**src/rtl/song_pkg.sv**
```systemverilog
// Shared types and default sizing for the song player.
package song_pkg;
  localparam int NOTE_W   = 5;
  localparam int ADDR_W   = 7;
  localparam int SONG_LEN = 94;

  typedef logic [NOTE_W-1:0] note_t;

  typedef enum logic [1:0] {IDLE, PLAYING, PAUSED, DONE} seq_state_t;
endpackage

```
**src/rtl/beat_divider.sv**
```systemverilog
// Free-running beat divider: counts 0..DIV-1 while enabled, tick on the last count.
// tick is combinational from the count register; clr has priority over en.
module beat_divider #(
  parameter int DIV = 4
) (
  input  logic clk,
  input  logic rst,
  input  logic en,
  input  logic clr,
  output logic tick
);
  localparam int W = (DIV > 1) ? $clog2(DIV) : 1;

  logic [W-1:0] count_q, count_d;

  assign tick = en && (count_q == W'(DIV - 1));

  always_comb begin
    count_d = count_q;
    if (clr) begin
      count_d = '0;
    end else if (tick) begin
      count_d = '0;
    end else if (en) begin
      count_d = count_q + 1'b1;
    end
  end

  always_ff @(posedge clk or posedge rst) begin
    if (rst) count_q <= '0;
    else     count_q <= count_d;
  end
endmodule

```
**src/rtl/song_sequencer.sv**
```systemverilog
// Steps the note ROM address once per beat and emits each captured lane bitmap
// as a one-cycle note_valid/beat strobe; start/pause/stop control with end-of-song detect.
module song_sequencer #(
  parameter int BEAT_DIV = 2_500_000,
  parameter int SONG_LEN = song_pkg::SONG_LEN,
  parameter int ADDR_W   = song_pkg::ADDR_W,
  parameter int NOTE_W   = song_pkg::NOTE_W
) (
  input  logic              clk,
  input  logic              rst,
  input  logic              start,
  input  logic              pause,
  input  logic              stop,
  input  logic [NOTE_W-1:0] rom_data,
  output logic [ADDR_W-1:0] cnt,
  output logic [NOTE_W-1:0] note,
  output logic              note_valid,
  output logic              beat,
  output logic              playing,
  output logic              done
);
  import song_pkg::*;

  // A one-cycle beat period would sample rom_data before the ROM has caught up with cnt.
  if (BEAT_DIV < 2) begin : g_bad_div
    $error("song_sequencer: BEAT_DIV must be at least 2");
  end
  if (SONG_LEN > (2 ** ADDR_W)) begin : g_bad_len
    $error("song_sequencer: SONG_LEN does not fit in ADDR_W");
  end

  seq_state_t        state_q, state_d;
  logic [ADDR_W-1:0] cnt_q, cnt_d;
  logic [NOTE_W-1:0] note_q, note_d;
  logic              note_valid_q, note_valid_d;
  logic              beat_q, beat_d;
  logic              playing_q, playing_d;
  logic              done_q, done_d;
  logic              tick;
  logic              div_clr;

  assign div_clr = stop || (state_q == IDLE) || (state_q == DONE);

  beat_divider #(.DIV(BEAT_DIV)) u_div (
    .clk  (clk),
    .rst  (rst),
    .en   (state_q == PLAYING),
    .clr  (div_clr),
    .tick (tick)
  );

  always_comb begin
    state_d      = state_q;
    cnt_d        = cnt_q;
    note_d       = note_q;
    note_valid_d = 1'b0;
    beat_d       = 1'b0;
    if (stop) begin
      state_d = IDLE;
      cnt_d   = '0;
    end else begin
      unique case (state_q)
        IDLE, DONE: begin
          if (start) state_d = PLAYING;
        end
        PLAYING: begin
          if (tick) begin
            note_d       = rom_data;
            note_valid_d = 1'b1;
            beat_d       = 1'b1;
            if (cnt_q == ADDR_W'(SONG_LEN - 1)) begin
              state_d = DONE;
              cnt_d   = '0;
            end else begin
              cnt_d = cnt_q + 1'b1;
              // pause on a beat cycle lands after the note has gone out
              if (pause) state_d = PAUSED;
            end
          end else if (pause) begin
            state_d = PAUSED;
          end
        end
        PAUSED: begin
          if (pause) state_d = PLAYING;
        end
        default: state_d = IDLE;
      endcase
    end
    playing_d = (state_d == PLAYING);
    done_d    = (state_d == DONE);
  end

  always_ff @(posedge clk or posedge rst) begin
    if (rst) begin
      state_q      <= IDLE;
      cnt_q        <= '0;
      note_q       <= '0;
      note_valid_q <= 1'b0;
      beat_q       <= 1'b0;
      playing_q    <= 1'b0;
      done_q       <= 1'b0;
    end else begin
      state_q      <= state_d;
      cnt_q        <= cnt_d;
      note_q       <= note_d;
      note_valid_q <= note_valid_d;
      beat_q       <= beat_d;
      playing_q    <= playing_d;
      done_q       <= done_d;
    end
  end

  assign cnt        = cnt_q;
  assign note       = note_q;
  assign note_valid = note_valid_q;
  assign beat       = beat_q;
  assign playing    = playing_q;
  assign done       = done_q;
endmodule

```
**config.mk**
```make
export PLATFORM = sky130hd
export DESIGN_NAME = song_sequencer
export DESIGN_NICKNAME = d
export VERILOG_FILES = /design/src/rtl/song_pkg.sv /design/src/rtl/beat_divider.sv /design/src/rtl/song_sequencer.sv
export SDC_FILE = /design/constraint.sdc
export NUM_CORES = 1
export LEC_CHECK = 0
export CORE_MARGIN = 1
export CORE_UTILIZATION = 57
export CTS_BUF_LIST = sky130_fd_sc_hd__clkbuf_4
export CTS_CLUSTER_SIZE = 30
export DETAILED_ROUTE_END_ITERATION = 12
export PLACE_DENSITY = 0.92
export SYNTH_ARGS = -nofsm -noshare
export SYNTH_HDL_FRONTEND = slang
export SYNTH_SLANG_ARGS = --single-unit
export TNS_END_PERCENT = 100
```
**constraint.sdc**
```tcl
create_clock -name clk -period 2.9 [get_ports clk]
set_input_delay 0.58 -clock clk [delete_from_list [all_inputs] [get_ports clk]]
set_output_delay 0.58 -clock clk [all_outputs]
set_load 0.005 [all_outputs]
```
==> out/qor.yml, run 1 <==
power:
  seq_power_share: 0.553
  p_sw_uw: 316
  swShare: 0.302
  clock_power_share: 0.242
  internal-power_uw: 730
  peakVddDrop_v: 0.000314
  total_leakage_power_nw: 0.986
  p_comb_frac: 0.204
  power.density_mw_per_mm2: 430
place:
  dpl-instance-area_sq_mm: 0.00239
  gp_congestion: 0.873
  hpwlAfterDp_um: 3060
  io_buffers: 25
clock_network:
  cts.sinks: 39
  cts_root_buf: "clkbuf_4"
  cts_setup_buffers: 0
  clk_latency_ns: 0.35
  path_clk_slew_ns: 0.10
  ctsHoldBuffers: 0
  cts_tree: "built"
  cts_htree_levels: 2
  clockBufferDepth: 2
  cts_resized: 0
  cts_inserted_buffers: 5
synth:
  ys_top_cells_by_area: "dfrtp_1 46%, xor2_1 5.4%, nor2_1 5.0%"
  synth_seq_cells: 39
  async_flop_share: 1.00
  synth_nets: 238
  yosys_warnings: 0
  avgSynthCellArea_sq_um: 9.55
  yosysSeqAreaShare: 0.462
  synth-main-ff-cell: "dfrtp_1"
  synth_cell_types: 43
  yosysTopAreaCell: "dfrtp_1"
  yosysTopAreaCellShare: 0.462
  synthCells: 221
  synth_edf_count: 0
  syn_area_sq_mm: 0.00211
min_path:
  hold_class: "reg -> reg"
floorplan:
  core_sq_mm: 0.00344
  initial_core_util: 0.613
  die_area_sq_mm: 0.00395
  die_h_um: 62.9
  die_w_um: 62.9
  rows: 21
  io_pins: 26
detailed_routing:
  drcViolationCount: 0
  vias_per_cell: 5.80
  totalWireLength_um: 4210
  detail-route-antenna-nets: 0
  num_vias: 1699
  drt-pass1-iter-count: 4
  routedWlPerCell_um: 14.4
  drt_iter0_drc: 175
global_routing:
  grt_pass1_vias: 1586
  grt_pass1_wl_um: 7400
  grt_antenna_before_repair: 0
  grt_use_total: 0.242
  grt_overflow_total: 0
  grt_max_degree: 40
sta:
  rsz0062_at_grt: "false"
  finalSetupViolations: 0
  hold_viol: 0
  setup_tns_ns: 0
  fin_crit_ns: 2.47
  clock_skew_ns: 0.0103
  fin_crit_sh: 0.852
  slew_headroom: 0.431
  slew_viol_final: 0
  max_freq_mhz: 405
  worst-slew-pin-transition_ns: 0.846
worst_setup_path:
  crit_arrival_ns: 2.71
  cp-end-kind: "register"
  critPathMaxFanout: 21
  cp-start-kind: "register"
  cp.required_ns: 3.14
  crit_type: "reg -> reg"
layout:
  drive_gt1_frac: 0.0729
  num_antenna_cells: 0
  fin_nets: 264
  finalInstanceArea_sq_mm: 0.00243
  areaGrowthSynthToFinish_pct: 15.2
  multiInputGateArea_sq_mm: 0.00106
  fill_cells: 262
  regArea_sq_um: 976
run:
  cap_violations: 0
outcome:
  status: "complete, no violations"
power by group through the flow:
stage               clock (mW)  sequential, mW  combinational, mW
floorplan                    0           0.586              0.147
global placement             0           0.587              0.204
detailed placement           0           0.588              0.211
CTS                      0.259           0.578              0.212
global route             0.284           0.582              0.236
finish                   0.253           0.578              0.214
final cells by class:
cell class | count | area share
clock inverter | 2 | 0.00360
inverter | 8 | 0.0123
multi-input combinational | 166 | 0.435
sequential | 39 | 0.401
timing repair buffer | 27 | 0.109
clock buffer | 5 | 0.0154
tap | 46 | 0.0237
worst paths after layout:
kind / startpoint / end / slack (ns) / cells past startpoint
worst max-delay path: state_q[1] / note[0] / 0.43 / 6
worst min-delay path: note[3] / note[3] / 0.52 / 1
worst max register to register: state_q[1] / note[0] / 0.43 / 6
worst min register to register: note[3] / note[3] / 0.52 / 1
max in group asynchronous: rst / state_q[1] / 1.93 / 3
min in group asynchronous: rst / u_div.count_q[21] / 0.64 / 3
worst max-delay path, stage by stage, from the launching register on:
cell     delay, ns
dfrtp_1       0.43
inv_1         0.11
ha_1          0.38
nand2_1       0.16
or3_4         0.52
nor2_1        0.37
mux2_2        0.39
registers in the layout, summed over array words and instances (netlist names):
register       cells
done               1
beat               1
u_div.count_q     22
state_q            2
playing            1
cnt                7
note               5
routing by layer:
metal	track usage	up-vias	wire (um)
met3	0.0547	8	201
met5	0	-	0
met2	0.385	52	2040
li1	-	835	-
met1	0.321	804	1880
met4	0.0988	0	91
metrics by stage:
| stage | hold WS [ns] | cells | utilization | setup slack (ns) | power [mW] |
|---|---|---|---|---|---|
| after floorplan | 0.505 | 221 | - | 0.872 | 0.734 |
| after global placement | 0.488 | 286 | 0.693 | 0.483 | 0.792 |
| after detailed placement | 0.496 | 286 | 0.693 | 0.434 | 0.800 |
| after CTS | 0.519 | 293 | 0.707 | 0.451 | 1.05 |
| after global routing | 0.533 | 293 | 0.707 | 0.295 | 1.10 |
| final | 0.517 | 293 | 0.707 | 0.430 | 1.05 |
synth_stat cells, types with 3 or more instances:
cell type,count
inv_1,8
o21ai_0,8
ha_1,7
nor3_1,6
xnor2_1,4
dfrtp_1,39
and3_1,6
nand4_1,9
nor4_1,3
or3_1,5
nor2_1,28
xor2_1,13
a21oi_1,12
nand2_1,20
nand3_1,12
mux2_2,5
cells in the final DEF (no fill, tap or decap), types with 2 or more instances in the layout:
cell type        count
xor2_1              13
nor3_1               6
nand3_1             12
and3_1               6
and4_1               2
ha_1                 7
nor2_1              28
nand2_1             20
or3b_1               2
or3_1                5
dfrtp_1             39
nor4b_1              2
a21oi_1             12
o21ai_0              8
xnor2_1              4
o21a_1               2
inv_1                8
nor4_1               3
mux2_2               5
clkbuf_4             5
clkdlybuf4s50_1     25
buf_4                2
a31oi_1              2
a311oi_1             2
nand4_1              9
cells by family after synthesis:
kind of cell	after synthesis	synth area share
adder cells (fa/ha/maj)	7	0.0415
buffers and inverters	16	0.0367
XOR/XNOR	17	0.0705
flip-flops	39	0.462
AO/OA/AOI/OAI	28	0.0777
multiplexers	6	0.0314
AND/OR/NAND/NOR	108	0.280
Power figures use the tool's default switching activity.
==> inputs of run 2 (changes only) <==
- ABC_AREA: default -> 1
- CORE_ASPECT_RATIO: default -> 1.2
- CORE_UTILIZATION: 57 -> 58
==> run 2 against run 1 <==
Net effect: clock skew down 0.0023 ns; die area rose by 7.9%; core utilization up 2.4 points; worst hold slack improved by 0.0096 ns; total power increased by 26%; final cell count rose by 30%; flip-flop and latch count unchanged; largest cell class unchanged.
==> out/qor.yml, run 2 <==
layout:
  multiInputGateArea_sq_mm: 0.00115
  layout_commonest_cell: "nand2_1"
  layout_common_cells: "69 x nand2_1, 53 x nor2_1, 39 x inv_1, 39 x dfrtp_1, 25 x clkdlybuf4s50_1"
  largest_register_ffs: 22
  fin_nets: 346
  regArea_sq_um: 976
  fill_cells: 303
  num_antenna_cells: 0
  areaGrowthSynthToFinish_pct: 17.1
  top_register: "u_div.count_q"
  drive_gt1_frac: 0.0909
synth:
  async_flop_share: 1.00
  synth_seq_cells: 39
  syn_area_sq_mm: 0.00232
  ys_top_cells_by_area: "dfrtp_1 42%, nand2_1 11%, nor2_1 8.6%"
  synth_cell_types: 32
  synth.most_common_cell: "nand2_1"
  yosysTopAreaCell: "dfrtp_1"
  synthTopCellsByCount: "69 x nand2_1, 53 x nor2_1, 39 x dfrtp_1, 39 x inv_1, 13 x nand3_1"
  synthCells: 300
  yosys_warnings: 0
  synth-main-ff-cell: "dfrtp_1"
  synth_nets: 317
  synth_edf_count: 0
  avgSynthCellArea_sq_um: 7.74
  yosysSeqAreaShare: 0.420
  yosysTopAreaCellShare: 0.420
sta:
  max_freq_mhz: 463
  fin_crit_ns: 2.16
  worst-slew-pin-transition_ns: 0.543
  setup_tns_ns: 0
  hold_viol: 0
  fin_crit_sh: 0.745
  hold_ws_ns: 0.527
  slew_headroom: 0.635
  clock_skew_ns: 0.00795
  finalSetupViolations: 0
  rsz0062_at_grt: "false"
  slew_viol_final: 0
power:
  total_power_mw: 1.32
  power.density_mw_per_mm2: 485
  total_leakage_power_nw: 1.23
  peakVddDrop_v: 0.000343
global_routing:
  grt_pass1_vias: 2062
  grt_pass1_wl_um: 8980
  grt_max_degree: 40
  grt_overflow_total: 0
  grt_antenna_before_repair: 0
  grt_use_total: 0.278
clock_network:
  clk_latency_ns: 0.35
  cts_inserted_buffers: 5
  path_clk_slew_ns: 0.13
  cts_htree_levels: 2
  clockBufferDepth: 2
  cts.sinks: 39
  cts_tree: "built"
  cts_setup_buffers: 0
  cts_resized: 0
  cts_root_buf: "clkbuf_4"
  ctsHoldBuffers: 0
detailed_routing:
  topRoutingLayerUsed: "met4"
  drcViolationCount: 0
  vias_per_cell: 5.49
  num_vias: 2098
  detail-route-antenna-nets: 0
  met2_length_um: 2680
  met3_length_um: 232
  drt_iter0_drc: 124
  wl_met1_um: 2110
  routedWlPerCell_um: 13.6
  totalWireLength_um: 5180
  drt-pass1-iter-count: 4
worst_setup_path:
  cp-end-kind: "register"
  crit_top_cell: "inv_1"
  critPathBufInv: 2
  reg2reg_depth: 9
  cp-start-kind: "register"
  critPathMaxFanout: 12
  path_delay_family: "simple AND/OR/NAND/NOR gates"
  reg2reg_slack_ns: 0.74
  slowest_stage: "dfrtp_1"
  crit_chain: "inv_1 -> ha_1 -> nand3_1 -> nor2_2 -> nand3_4 -> nand2_1 -> inv_1 -> o21ai_0 -> a21oi_1"
  slowest_delay_ns: 0.47
  worstSetupPathDepth: 9
  cp.required_ns: 3.14
  crit_type: "reg -> reg"
  crit_arrival_ns: 2.40
min_path:
  hold_class: "reg -> reg"
  holdPathStages: 2
place:
  gp_congestion: 0.926
  hpwlAfterDp_um: 3840
  io_buffers: 25
run:
  cap_violations: 0
floorplan:
  io_pins: 26
  die_w_um: 59.8
  rows: 24
  die_area_sq_mm: 0.00426
  initial_core_util: 0.624
  core_sq_mm: 0.00372
  die_h_um: 71.3
outcome:
  status: "complete, no violations"
run 2: cell count changes in the layout (fill, tap and decap cells not counted), moves of 5 or more:
cell	delta
inv_1	+31
nor2_1	+25
nand2_1	+49
and3_1	-6
or3_1	-5
mux2_2	-5
o31ai_2	+5
run 2: worst paths after layout:
| kind | from | endpoint |
|---|---|---|
| max | state_q[1] | u_div.count_q[15] |
| min | note[0] | note[0] |
| max reg2reg | state_q[1] | u_div.count_q[15] |
| min reg2reg | note[0] | note[0] |
| max in group asynchronous | rst | u_div.count_q[8] |
| min in group asynchronous | rst | state_q[0] |
run 2: report_power, final:
group / switching, mW / internal (mW) / leakage (nW)
registers: 0.0203 / 0.569 / 0.534
logic: 0.172 / 0.0952 / 0.641
clock network: 0.194 / 0.268 / 0.0514
run 2: worst min-delay path, stage by stage, from the launching register on:
cell	delay (ns)
dfrtp_1	0.37
nor2_1	0.05
nor2_1	0.08
run 2: area by class of cell:
cell class                      count  area share
Multi-Input combinational cell    214       0.424
Sequential cell                    39       0.359
Timing Repair Buffer               26      0.0948
Inverter                           43      0.0594
Clock inverter                      3      0.0249
Tap cell                           52      0.0239
Clock buffer                        5      0.0138
run 2: cell families after synthesis:
kind of cell	count (synthesis)	synth area share
XOR/XNOR	11	0.0415
AND/OR/NAND/NOR	165	0.325
flip-flops	39	0.420
buffers and inverters	47	0.0830
adder cells (fa/ha/maj)	7	0.0377
AO/OA/AOI/OAI	31	0.0921
run 2: stage by stage:
| stage | instance area [sq um] | setup slack [ns] | utilization | std cells |
|---|---|---|---|---|
| floorplan | 2320 | 1.23 | - | 300 |
| global placement | 2610 | 0.516 | 0.702 | 374 |
| detailed placement | 2610 | 0.433 | 0.702 | 374 |
| CTS | 2720 | 0.768 | 0.730 | 382 |
| global route | 2720 | 0.556 | 0.730 | 382 |
| finish | 2720 | 0.738 | 0.730 | 382 |
run 2: routing by layer:
layer,track usage,vias to the layer above
met4,0.101,0
met5,0,-
met1,0.338,1000
met3,0.0668,21
met2,0.473,62
li1,-,1015
==> inputs of run 3 (changes only) <==
- clock period: 2.9 -> 2.15 ns (I/O delays scaled with it)
==> run 3 against run 2 <==
Net effect: clock skew rose by 0.00055 ns; clock power rose by 6.1%; critical path depth rose by 1; sequential share of layout area fell by 0.25 points; core utilization rose by 0.50 points; register-to-register slack got worse by 0.50 ns; largest cell class unchanged; combinational power rose by 48%; setup slack got worse by 0.50 ns; global-route usage fell by 0.12 points; final cell count rose by 1.6%; worst hold slack got worse by 0.032 ns.
==> out/qor.yml, run 3 (synthesized netlist as in run 2, its figures left out) <==
detailed_routing:
  detail-route-antenna-nets: 0
  met3_length_um: 313
  num_vias: 2121
  met2_length_um: 2760
  totalWireLength_um: 5390
  drt-pass1-iter-count: 4
  drt_iter0_drc: 159
  vias_per_cell: 5.47
  topRoutingLayerUsed: "met4"
  wl_met1_um: 2140
  routedWlPerCell_um: 13.9
  drcViolationCount: 0
min_path:
  hold_class: "in -> async"
worst_setup_path:
  crit_arrival_ns: 2.16
  slowest_delay_ns: 0.41
  critPathMaxFanout: 6
  path_delay_family: "simple AND/OR/NAND/NOR gates"
  crit_type: "reg -> reg"
  cp-end-kind: "register"
  slowest_stage: "dfrtp_1"
  cp-start-kind: "register"
  crit_top_cell: "nand2_1"
  critPathBufInv: 0
  crit_chain: "ha_1 -> nand2_1 -> nor2_2 -> nand2_1 -> nor2_2 -> nand3_2 -> nor2_4 -> nand2_1 -> o21ai_0 -> nor2_1"
  cp.required_ns: 2.40
layout:
  fill_cells: 287
  areaGrowthSynthToFinish_pct: 17.9
  fin_nets: 352
  layout_common_cells: "68 x nand2_1, 53 x nor2_1, 39 x inv_1, 39 x dfrtp_1, 25 x clkdlybuf4s50_1"
  drive_gt1_frac: 0.107
  top_register: "u_div.count_q"
  num_antenna_cells: 0
  layout_commonest_cell: "nand2_1"
  largest_register_ffs: 22
  fin_util: 0.735
global_routing:
  grt_pass1_wl_um: 9000
  grt_pass1_vias: 2083
  grt_overflow_total: 0
  grt_max_degree: 40
  grt_use_total: 0.277
  grt_antenna_before_repair: 0
place:
  io_buffers: 25
  gp_congestion: 0.948
  hpwlAfterDp_um: 3870
power:
  power.density_mw_per_mm2: 614
  total_leakage_power_nw: 1.25
  peakVddDrop_v: 0.000697
floorplan:
  die_h_um: 71.3
  die_area_sq_mm: 0.00426
  rows: 24
  core_sq_mm: 0.00372
  die_w_um: 59.8
  initial_core_util: 0.624
  io_pins: 26
sta:
  clock_skew_ns: 0.00850
  worst-slew-pin-transition_ns: 0.492
  setup_tns_ns: 0
  hold_viol: 0
  slew_headroom: 0.669
  rsz0062_at_grt: "false"
  fin_crit_sh: 0.888
  finalSetupViolations: 0
  slew_viol_final: 0
  max_freq_mhz: 524
  hold_ws_ns: 0.495
  fin_crit_ns: 1.91
clock_network:
  clk_latency_ns: 0.35
  clockBufferDepth: 2
  path_clk_slew_ns: 0.12
  cts_inserted_buffers: 5
  cts.sinks: 39
  cts_root_buf: "clkbuf_4"
  ctsHoldBuffers: 0
  cts_htree_levels: 2
  cts_tree: "built"
outcome:
  status: "complete, no violations"
run:
  cap_violations: 0
## run 3: layer usage
layer  track usage  up-vias
li1              -     1029
met1         0.320      989
met2         0.470       83
met3        0.0686       20
met4         0.134        0
met5             0        -
## run 3: path summary, 6_finish.rpt
kind	startpoint	end	slack (ns)	depth (start not counted)
max	u_div.count_q[0]	u_div.count_q[16]	0.24	10
min	rst	u_div.count_q[7]	0.49	3
max reg2reg	u_div.count_q[0]	u_div.count_q[16]	0.24	10
min reg2reg	note[3]	note[3]	0.52	2
max in group asynchronous	rst	u_div.count_q[14]	1.31	3
min in group clk	note[3]	note[3]	0.52	2
## run 3: tightest hold or removal path: stages
cell	delay [ns]
clkdlybuf4s50_1	0.40
inv_1	0.05
buf_4	0.42
## run 3: cell type report
class	count	area (sq um)	area share
inverter	43	161	0.0590
sequential	39	976	0.356
clock buffer	5	37.5	0.0137
tap	52	65.1	0.0238
timing repair buffer	32	303	0.111
multi-input combinational	214	1160	0.422
clock inverter	3	38.8	0.0142
## run 3: what timing repair did
item                                    in CTS  in global routing
gates resized for setup                      0                  1
endpoints found under the setup margin       0                  2
buffers inserted                             0                  2
## run 3: metrics by stage
stage	cells	cell area, sq um	total power, mW	worst slack (ns)
final	388	2740	1.68	0.241
after global routing	388	2740	1.77	0.0683
after CTS	386	2720	1.68	0.201
after detailed placement	378	2640	1.20	0.121
after global placement	378	2640	1.17	0.116
after floorplan	300	2320	1.05	0.482
## run 3: power breakdown
group | switching, mW | internal [mW] | total (mW) | leakage [nW]
sequential | 0.0302 | 0.767 | 0.797 | 0.534
combinational | 0.243 | 0.151 | 0.394 | 0.671
clock | 0.250 | 0.239 | 0.489 | 0.0426
